## config.mk

```make
export PLATFORM = sky130hd
export DESIGN_NAME = logic_unit_sliced
export DESIGN_NICKNAME = d
export VERILOG_FILES = /design/src/rtl/logic_unit_sliced.sv
export SDC_FILE = /design/constraint.sdc
export NUM_CORES = 1
export LEC_CHECK = 0
export ABC_CLOCK_PERIOD_IN_PS = 3700
export CORE_ASPECT_RATIO = 0.9
export CORE_MARGIN = 5
export CORE_UTILIZATION = 36
export DETAILED_ROUTE_END_ITERATION = 7
export HOLD_SLACK_MARGIN = 0.1
export SLEW_MARGIN = 10
export SYNTH_ARGS = -nofsm -noshare
export SYNTH_HDL_FRONTEND = slang
export SYNTH_SLANG_ARGS = --single-unit
```

## constraint.sdc

```tcl
create_clock -name clk -period 3.7 [get_ports clk]
set_input_delay 0.925 -clock clk [delete_from_list [all_inputs] [get_ports clk]]
set_output_delay 0.925 -clock clk [all_outputs]
set_load 0.1 [all_outputs]
```

## src/rtl/logic_unit_sliced.sv

```systemverilog
// logic_unit_sliced: WIDTH-bit bitwise AND/OR/XOR/NOR evaluated SLICE bits per
// clock behind valid/ready handshakes on both the input and the result side.
// Optional macro LOGIC_UNIT_ZERO_FLAG_EN adds a registered 'zero' result flag.
module logic_unit_sliced #(
    parameter int unsigned WIDTH = 32,
    parameter int unsigned SLICE = 8
) (
    input  logic             clk,
    input  logic             rst_n,
    input  logic             in_valid,
    output logic             in_ready,
    input  logic [WIDTH-1:0] inpA,
    input  logic [WIDTH-1:0] inpB,
    input  logic [1:0]       op,
    output logic             out_valid,
    input  logic             out_ready,
    output logic [WIDTH-1:0] result
`ifdef LOGIC_UNIT_ZERO_FLAG_EN
    ,
    output logic             zero
`endif
);

    localparam int unsigned NSLICE = WIDTH / SLICE;
    localparam int unsigned CW     = (NSLICE > 1) ? $clog2(NSLICE) : 1;
    localparam logic [CW-1:0] LAST_CNT = CW'(NSLICE - 1);

    if ((WIDTH % SLICE) != 0) begin : g_bad_cfg
        $error("logic_unit_sliced: WIDTH must be an integer multiple of SLICE");
    end

    typedef enum logic [1:0] {
        IDLE = 2'd0,
        RUN  = 2'd1,
        DONE = 2'd2
    } state_t;

    state_t           state;
    logic [WIDTH-1:0] a_reg;
    logic [WIDTH-1:0] b_reg;
    logic [1:0]       op_reg;
    logic [CW-1:0]    cnt;

    logic [SLICE-1:0] a_sl;
    logic [SLICE-1:0] b_sl;
    logic [SLICE-1:0] f_sl;
    logic [WIDTH-1:0] res_next;

    assign in_ready  = (state == IDLE);
    assign out_valid = (state == DONE);

    // Select the current operand slice, apply the op, and form the result with that slice merged in
    always_comb begin
        a_sl     = a_reg[32'(cnt) * SLICE +: SLICE];
        b_sl     = b_reg[32'(cnt) * SLICE +: SLICE];
        f_sl     = '0;
        case (op_reg)
            2'b00:   f_sl = a_sl & b_sl;
            2'b01:   f_sl = a_sl | b_sl;
            2'b10:   f_sl = a_sl ^ b_sl;
            default: f_sl = ~(a_sl | b_sl);
        endcase
        res_next = result;
        res_next[32'(cnt) * SLICE +: SLICE] = f_sl;
    end

    // Handshake FSM: capture in IDLE, one slice per RUN edge, hold result in DONE
    always_ff @(posedge clk or negedge rst_n) begin
        if (!rst_n) begin
            state  <= IDLE;
            a_reg  <= '0;
            b_reg  <= '0;
            op_reg <= '0;
            cnt    <= '0;
            result <= '0;
`ifdef LOGIC_UNIT_ZERO_FLAG_EN
            zero   <= 1'b0;
`endif
        end else begin
            case (state)
                IDLE: begin
                    if (in_valid) begin
                        a_reg  <= inpA;
                        b_reg  <= inpB;
                        op_reg <= op;
                        cnt    <= '0;
                        state  <= RUN;
                    end
                end
                RUN: begin
                    result <= res_next;
                    if (cnt == LAST_CNT) begin
                        cnt   <= '0;
                        state <= DONE;
`ifdef LOGIC_UNIT_ZERO_FLAG_EN
                        // Flag is taken from the merged value, not the stale register
                        zero  <= ~|res_next;
`endif
                    end else begin
                        cnt <= cnt + 1'b1;
                    end
                end
                DONE: begin
                    if (out_ready) begin
                        state <= IDLE;
                    end
                end
                default: state <= IDLE;
            endcase
        end
    end

endmodule

```

# Word level (Yosys, flattened, before mapping)
# Index checks and enable logic that the tools add are counted.
# W data, S select, Z words.
# totals
out_inout_bits,34
inputBits,70
elab_cells,39
register_bits,102
# op_classes
bitwise,4
n_mux,9
eq_ne,8
shifts,4
add_sub_neg,2
n_reduce_logical,6
# ops
op,n
$shiftx A32 B6 Y8,2
$neg A5 Y34,1
$shift A8 B34 Y32 const A,1
$shiftx A8 B34 Y32,1
$bwmux W32,1
$pmux W8 S3,1
$mux W2,5
$and A8 B8 Y8,1
$not A8 Y8,1
$or A8 B8 Y8,1
$xor A8 B8 Y8,1
$eq A2 B2 Y1 const B,3
$pmux W2 S3,1
$eq A2 B1 Y1 const B,2
$logic_not A2 Y1,2
$ne A2 B2 Y1 const B,2
$pmux W2 S2,1
$reduce_and A2 Y1,2
$reduce_and A3 Y1,1
$add A2 B1 Y2 const B,1
$ne A2 B1 Y1 const B,1
$reduce_bool A2 Y1,1

# Longest topological paths before layout
# logic_depth
depth_word,6
depth_mapped,8
ltp_nobuf,6

# Least setup slack after synthesis
# No wires, ideal clock.
# synth_path
kind,register to register
startpoint,register state[0]
endpoint,register a_reg[0]
path_stages_with_launch,6
path_slack_ns,1.442
synth_period_minus_slack_ns,2.258
arrival_ns,2.133
setup_time_ns,0.125
required_ns,3.575
n_path_buf,2
path_cell_list,dfrtp_1 > nor2_2 > and2_4 > buf_6 > buf_12 > mux2_4
# synth_between
elab_chain_cells,2
# synth_lines
item,line,rtl
"start, declared",38,state_t state;
"start signal, assigned",70,state <= IDLE;
"start signal, assigned",87,state <= RUN;
"start signal, assigned",94,state <= DONE;
$logic_not A2 Y1,--,
via in_ready,11,"output logic in_ready,"
$reduce_and A2 Y1 (no line),--,
"end signal, assigned",83,a_reg <= inpA;
"end, declared",39,logic [WIDTH-1:0] a_reg;
# The timed path passes the listed nets, and every way through them passes these cells.
# A chain may end at the register's enable or synchronous reset.

# Final worst setup path
# layout_path
startpoint,register result[19]
endpoint,output result[19]
# layout_rtl
item,line,rtl
"start, declared",17,output logic [WIDTH-1:0] result
"start signal, assigned",91,result <= res_next;
# No word-level cell between the ends.

==> impl_metrics.tcl <==
set metrics [dict create \
    clkTransAtPathRegs_ns 0.06 \
    diodes 0 \
    synth_cell_type_count 28 \
    clk_latency_ns 0.34 \
    yosys-top-cells-count "dfrtp_1 (102), mux2_4 (40), nand2_1 (36)" \
    ys_async_sr_fraction 1.00 \
    layout-drive-gt1-share 0.269 \
    yosys-top-cells-area "dfrtp_1 (51%), mux2_4 (12%), mux2_2 (7.7%)" \
    hp-start "result[17]" \
    yosysMostFrequentCell "dfrtp_1" \
    cts_resized 0 \
    final-hold-violation-count 0 \
    synth_area_leader_cell "dfrtp_1" \
    grt.overflow.total 0 \
    ctsLongestPathBuffers 2 \
    hold-path-endpoint "result[17]" \
    dp.cells 621 \
    wire_per_inst_microns 17.0 \
    syn2layout_area_growth_pct 29.2 \
    die_h_microns 122 \
    final_nets 556 \
    worst-path-max-fanout 2 \
    crit_arrival_ns 1.86 \
    initial_utilization 0.371 \
    period_share 0.753 \
    ys_seq_area_frac 0.511 \
    layoutNonFillerInstCount 636 \
    viasPerCell 4.93 \
    cts_setup_buffers 0 \
    setup_tns_ns 0 \
    synthFlopType "dfrtp_1" \
    cpPeakStageDelay_ns 1.15 \
    placedInstanceArea_sq_mm 0.00612 \
    cp_top_family "buffers and inverters" \
    reg2regPathDepth 6 \
    htree_levels 3 \
    critPathKind "reg2out" \
    cts_tree "built" \
    synth_top_area_share 0.511 \
    crit_path_end_kind "output pin" \
    synth_enable_flop_cells 0 \
    fp.dieArea_sq_mm 0.0163 \
    drt_iter0_drc 121 \
    wl_microns 10800 \
    ys_ff_latch 102 \
    cp_cell_sequence "clkdlybuf4s50_1" \
    setup_viol 0 \
    slew_violations 0 \
    cts_made_buffers 9 \
    io_buffers 103 \
    required_ns 2.77 \
    antenna_left 0 \
    grt_pass1_wl_microns 17700 \
    ctsHoldBuffers 0 \
    vias 3135 \
    gp_congestion 0.771 \
    drv_cap 0 \
    hold_ws_ns 0.481 \
    grt_usage 0.138 \
    hold_depth 2 \
    root_buffer "clkbuf_16" \
    io_pins 104 \
    core_sq_mm 0.0135 \
    dp_hpwl_microns 8340 \
    start_kind "flip-flop" \
    antenna_found_initial 0 \
    dr.pass1.iters 4 \
    reg2reg_slack_ns 1.12 \
    row_count 40 \
    fmax_ghz 0.359 \
    fp.dieW_microns 134 \
    grt_setup_unrepaired "false" \
    drc 0 \
    worst-path-buf-inv 1 \
    tightest_slew_ns 0.985 \
    timing.rr.end "result[8]" \
    hold_class "reg2reg" \
    grt_start_max_net_pins 59 \
    rr_startpoint "cnt[1]" \
    stdcell_area_sq_mm 0.00645 \
    synth_area_sq_mm 0.00499 \
    fin_skew_ns 0.00383 \
    cts_num_sinks 102 \
    grt_pass1_vias 3335 \
    syn_inst 361 \
    period_minus_slack_ns 2.79 \
    syn_avg_cell_area_sq_um 13.8 \
    synth.net_count 453 \
    yosys_warnings 0 \
    critPathSlowestCell "clkdlybuf4s50_1" \
    slew_headroom 0.341 \
    status "complete, no violations" \
]
## logic make-up after synthesis
logic type               after synthesis  share of synthesized area
AO/OA/AOI/OAI                         52                     0.0612
flip-flops                           102                      0.511
buffers and inverters                 37                     0.0479
adder cells (fa/ha/maj)               22                     0.0552
multiplexers                          91                      0.271
AND/OR/NAND/NOR                       57                     0.0531
## area by class of cell
type	count	area, sq um
fill	1180	7020
sequential	102	2550
multi-input combinational	222	2200
timing repair buffer	109	1090
clock buffer	11	253
tap	168	210
inverter	20	75.1
clock inverter	4	70.1
## worst max-delay path by stage
stage	from	end	cells past startpoint
3_5_place_dp	in_valid	b_reg[6]	4
4_1_cts	result[19]	result[19]	1
5_1_grt	result[18]	result[18]	1
2_1_floorplan	state[0]	a_reg[0]	5
6_report	result[19]	result[19]	1
3_3_place_gp	in_valid	b_reg[8]	4
## routing by layer
| layer | part of all wire | wire [microns] | global-route usage | vias up |
|---|---|---|---|---|
| met2 | 0.47 | 5040 | 0.220 | 99 |
| met1 | 0.47 | 5040 | 0.188 | 1548 |
| met3 | 0.056 | 605 | 0.0351 | 15 |
| met5 | 0 | 0 | 0 | - |
| met4 | 0.013 | 139 | 0.0369 | 0 |
| li1 | - | - | - | 1473 |
## layout by cell type, fill, tap and decap left out, types with 2 or more instances in the layout
cell type and n:
clkinv_2 2, buf_12 2, a211oi_1 8, o21ai_0 32, clkdlybuf4s50_1 97, clkbuf_8 2, clkbuf_16 9, nand4_1 2
mux4_2 16, buf_4 10, dfrtp_1 102, a22o_1 3, a21oi_1 5, nor2_2 2, mux2_2 34, nand2_1 36
nor2_1 11, inv_1 20, mux2_4 40, a21oi_2 3, and2b_1 2, bufinv_16 2, ha_1 22
## stage by stage
step / setup WS [ns] / utilization
floorplan: 1.44 / -
global placement: 1.05 / 0.455
detailed placement: 1.00 / 0.455
CTS: 0.893 / 0.479
global route: 0.857 / 0.479
finish: 0.912 / 0.479
## worst reg2reg max path: stages, from the launching register on
cell	delay [ns]
dfrtp_1	0.79
mux4_2	0.45
inv_1	0.08
ha_1	0.22
mux2_2	0.26
a21oi_1	0.45
o21ai_0	0.18
Power is left out: the tool's default activity adds up to more than one toggle a clock period on the data nets, which glitch-free logic cannot reach.
